## config.mk

```make
export PLATFORM = sky130hd
export DESIGN_NAME = axi_lite_slave_dual
export DESIGN_NICKNAME = d
export VERILOG_FILES = /design/src/rtl/axi_lite_slave_dual_pkg.sv /design/src/rtl/axi_lite_timeout.sv /design/src/rtl/axi_lite_slave_dual.sv
export SDC_FILE = /design/constraint.sdc
export NUM_CORES = 1
export LEC_CHECK = 0
export CORE_ASPECT_RATIO = 1.4
export CORE_MARGIN = 2
export CORE_UTILIZATION = 41
export DETAILED_ROUTE_END_ITERATION = 16
export PLACE_DENSITY = 0.8
export SLEW_MARGIN = 20
export SYNTH_ARGS = -nofsm -noshare
export SYNTH_HDL_FRONTEND = slang
export SYNTH_HIERARCHICAL = 1
export SYNTH_SLANG_ARGS = --single-unit
```

## constraint.sdc

```tcl
create_clock -name clk -period 2.4 [get_ports clk]
set_input_delay 0.24 -clock clk [delete_from_list [all_inputs] [get_ports clk]]
set_output_delay 0.24 -clock clk [all_outputs]
set_load 0.01 [all_outputs]
```

## src/rtl/axi_lite_slave_dual_pkg.sv

```systemverilog
// Shared definitions for the dual-engine AXI4-Lite slave: response codes,
// engine state encodings and the user-ack response helper.
package axi_lite_slave_dual_pkg;

  localparam logic [1:0] AXI_RESP_OKAY   = 2'b00;
  localparam logic [1:0] AXI_RESP_SLVERR = 2'b10;
  localparam logic [1:0] AXI_RESP_DECERR = 2'b11;

  typedef enum logic [1:0] {
    WR_IDLE,
    WR_USER,
    WR_RESP
  } wr_state_t;

  typedef enum logic [1:0] {
    RD_IDLE,
    RD_USER,
    RD_RESP
  } rd_state_t;

  // Response returned when the user side acknowledges an access.
  function automatic logic [1:0] ack_resp(input logic invalid);
    return invalid ? AXI_RESP_DECERR : AXI_RESP_OKAY;
  endfunction

endpackage

```

## src/rtl/axi_lite_timeout.sv

```systemverilog
// Per-access user-ack watchdog. The counter restarts on start, then advances
// once per cycle; expired is high during the TIMEOUT_CYCLES-th waiting cycle.
// An ack or an expiry ends the watch. TIMEOUT_CYCLES of 0 disables expiry.
module axi_lite_timeout #(
  parameter int unsigned TIMEOUT_CYCLES = 256
) (
  input  logic clk,
  input  logic rst,
  input  logic start,
  input  logic ack,
  output logic expired
);

  localparam int unsigned CW   = (TIMEOUT_CYCLES > 2) ? $clog2(TIMEOUT_CYCLES) : 1;
  localparam int unsigned LAST = (TIMEOUT_CYCLES > 0) ? TIMEOUT_CYCLES - 1 : 0;

  logic [CW-1:0] count;
  logic          running;

  assign expired = (TIMEOUT_CYCLES != 0) && running && (count == CW'(LAST));

  // Wait counter: cleared on start, stops on ack or expiry.
  always_ff @(posedge clk) begin
    if (rst) begin
      running <= 1'b0;
      count   <= '0;
    end else if (start) begin
      running <= 1'b1;
      count   <= '0;
    end else if (running) begin
      if (ack || expired) begin
        running <= 1'b0;
      end else begin
        count <= count + 1'b1;
      end
    end
  end

endmodule

```

## src/rtl/axi_lite_slave_dual.sv

```systemverilog
// AXI4-Lite slave with independent read and write engines bridging to a
// simple request/ack register interface. AW and W are accepted in any order;
// every user access is guarded by its own timeout returning SLVERR.
module axi_lite_slave_dual
  import axi_lite_slave_dual_pkg::*;
#(
  parameter int unsigned ADDR_WIDTH     = 32,
  parameter int unsigned DATA_WIDTH     = 32,
  parameter int unsigned STROBE_WIDTH   = DATA_WIDTH / 8,
  parameter int unsigned TIMEOUT_CYCLES = 256
) (
  input  logic                    clk,
  input  logic                    rst,
  input  logic                    i_awvalid,
  output logic                    o_awready,
  input  logic [ADDR_WIDTH-1:0]   i_awaddr,
  input  logic                    i_wvalid,
  output logic                    o_wready,
  input  logic [DATA_WIDTH-1:0]   i_wdata,
  input  logic [STROBE_WIDTH-1:0] i_wstrb,
  output logic                    o_bvalid,
  input  logic                    i_bready,
  output logic [1:0]              o_bresp,
  input  logic                    i_arvalid,
  output logic                    o_arready,
  input  logic [ADDR_WIDTH-1:0]   i_araddr,
  output logic                    o_rvalid,
  input  logic                    i_rready,
  output logic [DATA_WIDTH-1:0]   o_rdata,
  output logic [1:0]              o_rresp,
  output logic                    o_wr_req,
  output logic [ADDR_WIDTH-1:0]   o_wr_addr,
  output logic [DATA_WIDTH-1:0]   o_wr_data,
  output logic [STROBE_WIDTH-1:0] o_wr_strb,
  input  logic                    i_wr_ack_stb,
  input  logic                    i_wr_invalid,
  output logic                    o_rd_req,
  output logic [ADDR_WIDTH-1:0]   o_rd_addr,
  input  logic                    i_rd_ack_stb,
  input  logic [DATA_WIDTH-1:0]   i_rd_data,
  input  logic                    i_rd_invalid
);

  // ---------------------------------------------------------------- write --
  wr_state_t               wr_state, wr_state_d;
  logic                    aw_have, aw_have_d;
  logic                    w_have, w_have_d;
  logic                    awready_d, wready_d, bvalid_d, wr_req_d;
  logic [1:0]              bresp_d;
  logic [ADDR_WIDTH-1:0]   wr_addr_d;
  logic [DATA_WIDTH-1:0]   wr_data_d;
  logic [STROBE_WIDTH-1:0] wr_strb_d;
  logic                    aw_hs, w_hs;
  logic                    wr_start, wr_ack, wr_expired;

  assign aw_hs  = i_awvalid && o_awready;
  assign w_hs   = i_wvalid && o_wready;
  assign wr_ack = (wr_state == WR_USER) && i_wr_ack_stb;

  axi_lite_timeout #(
    .TIMEOUT_CYCLES(TIMEOUT_CYCLES)
  ) u_wr_timeout (
    .clk    (clk),
    .rst    (rst),
    .start  (wr_start),
    .ack    (wr_ack),
    .expired(wr_expired)
  );

  // Write engine next state and next registered outputs.
  always_comb begin
    wr_state_d = wr_state;
    aw_have_d  = aw_have;
    w_have_d   = w_have;
    awready_d  = o_awready;
    wready_d   = o_wready;
    bvalid_d   = o_bvalid;
    bresp_d    = o_bresp;
    wr_req_d   = o_wr_req;
    wr_addr_d  = o_wr_addr;
    wr_data_d  = o_wr_data;
    wr_strb_d  = o_wr_strb;
    wr_start   = 1'b0;
    case (wr_state)
      WR_IDLE: begin
        if (aw_hs) begin
          aw_have_d = 1'b1;
          wr_addr_d = i_awaddr;
        end
        if (w_hs) begin
          w_have_d  = 1'b1;
          wr_data_d = i_wdata;
          wr_strb_d = i_wstrb;
        end
        if (aw_have_d && w_have_d) begin
          wr_state_d = WR_USER;
          wr_req_d   = 1'b1;
          wr_start   = 1'b1;
          aw_have_d  = 1'b0;
          w_have_d   = 1'b0;
          awready_d  = 1'b0;
          wready_d   = 1'b0;
        end else begin
          awready_d = !aw_have_d;
          wready_d  = !w_have_d;
        end
      end
      WR_USER: begin
        if (i_wr_ack_stb) begin
          wr_state_d = WR_RESP;
          wr_req_d   = 1'b0;
          bvalid_d   = 1'b1;
          bresp_d    = ack_resp(i_wr_invalid);
        end else if (wr_expired) begin
          wr_state_d = WR_RESP;
          wr_req_d   = 1'b0;
          bvalid_d   = 1'b1;
          bresp_d    = AXI_RESP_SLVERR;
        end
      end
      WR_RESP: begin
        if (i_bready) begin
          wr_state_d = WR_IDLE;
          bvalid_d   = 1'b0;
          bresp_d    = AXI_RESP_OKAY;
          awready_d  = 1'b1;
          wready_d   = 1'b1;
        end
      end
      default: wr_state_d = WR_IDLE;
    endcase
  end

  // Write engine state and output registers.
  always_ff @(posedge clk) begin
    if (rst) begin
      wr_state  <= WR_IDLE;
      aw_have   <= 1'b0;
      w_have    <= 1'b0;
      o_awready <= 1'b0;
      o_wready  <= 1'b0;
      o_bvalid  <= 1'b0;
      o_bresp   <= '0;
      o_wr_req  <= 1'b0;
      o_wr_addr <= '0;
      o_wr_data <= '0;
      o_wr_strb <= '0;
    end else begin
      wr_state  <= wr_state_d;
      aw_have   <= aw_have_d;
      w_have    <= w_have_d;
      o_awready <= awready_d;
      o_wready  <= wready_d;
      o_bvalid  <= bvalid_d;
      o_bresp   <= bresp_d;
      o_wr_req  <= wr_req_d;
      o_wr_addr <= wr_addr_d;
      o_wr_data <= wr_data_d;
      o_wr_strb <= wr_strb_d;
    end
  end

  // ----------------------------------------------------------------- read --
  rd_state_t             rd_state, rd_state_d;
  logic                  arready_d, rvalid_d, rd_req_d;
  logic [1:0]            rresp_d;
  logic [DATA_WIDTH-1:0] rdata_d;
  logic [ADDR_WIDTH-1:0] rd_addr_d;
  logic                  ar_hs;
  logic                  rd_start, rd_ack, rd_expired;

  assign ar_hs  = i_arvalid && o_arready;
  assign rd_ack = (rd_state == RD_USER) && i_rd_ack_stb;

  axi_lite_timeout #(
    .TIMEOUT_CYCLES(TIMEOUT_CYCLES)
  ) u_rd_timeout (
    .clk    (clk),
    .rst    (rst),
    .start  (rd_start),
    .ack    (rd_ack),
    .expired(rd_expired)
  );

  // Read engine next state and next registered outputs.
  always_comb begin
    rd_state_d = rd_state;
    arready_d  = o_arready;
    rvalid_d   = o_rvalid;
    rresp_d    = o_rresp;
    rdata_d    = o_rdata;
    rd_req_d   = o_rd_req;
    rd_addr_d  = o_rd_addr;
    rd_start   = 1'b0;
    case (rd_state)
      RD_IDLE: begin
        if (ar_hs) begin
          rd_state_d = RD_USER;
          rd_addr_d  = i_araddr;
          rd_req_d   = 1'b1;
          rd_start   = 1'b1;
          arready_d  = 1'b0;
        end else begin
          arready_d = 1'b1;
        end
      end
      RD_USER: begin
        if (i_rd_ack_stb) begin
          rd_state_d = RD_RESP;
          rd_req_d   = 1'b0;
          rvalid_d   = 1'b1;
          rdata_d    = i_rd_data;
          rresp_d    = ack_resp(i_rd_invalid);
        end else if (rd_expired) begin
          rd_state_d = RD_RESP;
          rd_req_d   = 1'b0;
          rvalid_d   = 1'b1;
          rdata_d    = '0;
          rresp_d    = AXI_RESP_SLVERR;
        end
      end
      RD_RESP: begin
        if (i_rready) begin
          rd_state_d = RD_IDLE;
          rvalid_d   = 1'b0;
          rresp_d    = AXI_RESP_OKAY;
          arready_d  = 1'b1;
        end
      end
      default: rd_state_d = RD_IDLE;
    endcase
  end

  // Read engine state and output registers.
  always_ff @(posedge clk) begin
    if (rst) begin
      rd_state  <= RD_IDLE;
      o_arready <= 1'b0;
      o_rvalid  <= 1'b0;
      o_rresp   <= '0;
      o_rdata   <= '0;
      o_rd_req  <= 1'b0;
      o_rd_addr <= '0;
    end else begin
      rd_state  <= rd_state_d;
      o_arready <= arready_d;
      o_rvalid  <= rvalid_d;
      o_rresp   <= rresp_d;
      o_rdata   <= rdata_d;
      o_rd_req  <= rd_req_d;
      o_rd_addr <= rd_addr_d;
    end
  end

endmodule

```

==> flow_summary.ini <==
[worst_setup_path]
cp-end-kind = flip-flop
cp.arrival_ns = 2.40
path_cells = ha_1 > nand3_1 > nor3_1 > nor2_4 > or2_2 > a211oi_1
crit_type = flip-flop to flip-flop
startpoint_type = flip-flop
slowest_delay_ns = 0.39
crit_required_ns = 2.72
cp_max_fo = 35
cp_slowest_cell = nor3_1

[global_routing]
grt_pass1_wl_mm = 28.6
grt_max_degree = 48
gr-total-overflow = 0
grtUsageTotal = 0.221
grt_pass1_vias = 5819
antenna_found_initial = 0

[clocking]
cts_setup_buffers = 0
cts_tree = built
cts.hold.buffers_added = 0
clk_path_buf_depth = 2
clk_pin_slew_ns = 0.07
clk_latency_ns = 0.41
cts_resized = 0
cts_num_sinks = 167
cts.root.buffer_cell = clkbuf_16
h-tree-depth = 4
numCtsBuffers = 17

[floorplanning]
io_pins = 286
core_area_um2 = 14900
rows = 53
initial_core_util = 0.418
dieHeight_um = 150
die_w_um = 108
die_area_um2 = 16200

[placement]
portBuffers = 285
dp.final_hpwl_mm = 13.1
pre_cts_slack_ns = 0.228
dp_cells = 1200
gp_congestion = 0.873

[worst_hold_path]
hp-class = input port to flip-flop

[logic_synthesis]
synth_area_leaders = dfxtp_1 (54%), nand2_1 (15%), a21oi_1 (12%)
synthArstFlopShare = 0
synth_area_um2 = 6230
yosysSeqAreaShare = 0.536
avgSynthCellArea_um2 = 8.18
ys_types = 42
synth_top_cell_area_share = 0.536
synth_most_common_cell = nand2_1
synthFlopType = dfxtp_1
synth_commonest_cells = nand2_1 (248), dfxtp_1 (167), a21oi_1 (149)
synth_edf_count = 0
ys_ff_latch = 167
synthCells = 762
syn-num-nets = 907
ys_warn_count = 6
synth_area_leader_cell = dfxtp_1

[sta]
hold_viol_final = 0
period_minus_slack_ns = 2.08
relSlewSlack = 0.578
fin_ws_ns = 0.318
finalSetupTns_ns = 0
max_freq_mhz = 480
rsz0062_at_grt = false
fin_skew_ns = 0.0131
drv_slew = 0
setup_violations = 0
tightestPinTransition_ns = 0.631
period_share = 0.867

[route]
drc = 0
drt-total-wl_mm = 18.4
wl_per_cell_um = 14.9
vias = 6234
ant_nets = 0
vias_per_cell = 5.06
drt_first_pass_iters = 5
drt_iter0_drc = 285

[cells_and_area]
layout.nets = 1172
stdcell_count = 1231
area_growth_pct = 55.6
layout-drive-gt1-share = 0.0510
n_antenna_cell = 0

[outcome]
outcome = complete, no violations

[pwr]
power_mw = 6.53
ir_drop_uv = 433
power.leakage_nw = 3.39
power_density_nw_per_um2 = 673

[run]
maxCapViolCount = 0
[layout by cell type, fill, tap and decap left out, types with 3 or more instances in the layout]
cell type / Yosys / routed
inv_6: 0 / 3
nor2_1: 10 / 9
clkbuf_16: 0 / 17
o211ai_1: 6 / 6
nand4_1: 4 / 4
nand2_1: 248 / 248
nand4bb_1: 3 / 3
clkdlybuf4s50_1: 0 / 284
nand3_1: 6 / 6
nor2b_1: 3 / 3
and2_1: 3 / 3
or2_2: 3 / 3
buf_4: 7 / 12
o21a_1: 4 / 4
dfxtp_1: 167 / 167
nor3_1: 7 / 7
a21oi_1: 149 / 149
inv_1: 9 / 9
o21ai_0: 39 / 39
and3_1: 4 / 4
a31oi_1: 4 / 4
and4_1: 4 / 4
nand3b_1: 4 / 4
clkinvlp_4: 0 / 6
[stage by stage]
step | util | hold slack [ns] | cell area, µm²
6_report | 0.650 | 0.251 | 9700
5_1_grt | 0.650 | 0.254 | 9700
4_1_cts | 0.650 | 0.232 | 9700
3_5_place_dp | 0.613 | 0.445 | 9140
3_3_place_gp | 0.613 | 0.441 | 9140
2_1_floorplan | - | 0.309 | 6230
[critical path: cells and delay by family (launching register included)]
| family | cells | cell delay, ns |
|---|---|---|
| AOI/OAI and AO/OA | 1 | 0.24 |
| adders and majority gates | 1 | 0.27 |
| DFF | 1 | 0.38 |
| and+or+nand+nor | 4 | 1.10 |
[layout make-up]
class,instances,area [µm²]
Inverter,10,37.5
Multi-Input combinational cell,534,2570
Sequential cell,167,3340
Tap cell,192,240
Timing Repair Buffer,297,2950
Fill cell,1266,5220
Clock buffer,19,433
Clock inverter,12,121
[cells by family after synthesis]
logic type	count (synthesis)	synth area share
AO/OA/AOI/OAI	215	0.183
XOR/XNOR	2	0.00281
AND/OR/NAND/NOR	313	0.219
multiplexers	2	0.00321
flip-flops	167	0.536
buffers and inverters	61	0.0522
adder cells (fa/ha/maj)	2	0.00401
[flip-flops by register name, summed over array words and instances, names as in the netlist]
signal	cells
o_wr_addr	32
u_wr_timeout/running	1
o_awready	1
o_bresp	2
o_bvalid	1
wr_state	2
w_have	1
o_wready	1
o_wr_req	1
o_rd_addr	32
u_rd_timeout/count	8
aw_have	1
u_rd_timeout/running	1
u_wr_timeout/count	8
o_rdata	32
o_rvalid	1
rd_state	2
o_wr_data	32
o_wr_strb	4
o_arready	1
o_rd_req	1
o_rresp	2
[worst paths after layout]
check        depth (start not counted)                   from  slack (ns)           end
min                                  2                    rst        0.25    o_bresp[0]
max reg2reg                          6  u_rd_timeout/count[0]        0.32    o_rresp[1]
min reg2reg                          2           o_rd_addr[4]        0.45  o_rd_addr[4]
max                                  6  u_rd_timeout/count[0]        0.32    o_rresp[1]
[metal layers]
| layer | vias up | wire length (µm) | global-route usage |
|---|---|---|---|
| met5 | - | 0 | 0 |
| met4 | 0 | 583 | 0.0974 |
| met3 | 36 | 1410 | 0.0688 |
| met2 | 248 | 9140 | 0.378 |
| met1 | 2866 | 7270 | 0.251 |
| li1 | 3084 | - | - |
[where the power goes]
group | switching [mW] | internal (mW) | total, mW | leakage (nW)
combinational | 0.436 | 0.530 | 0.966 | 1.79
sequential | 0.0756 | 2.91 | 2.98 | 1.36
clock | 1.14 | 1.44 | 2.58 | 0.251
(Power assumes the default switching activity.)
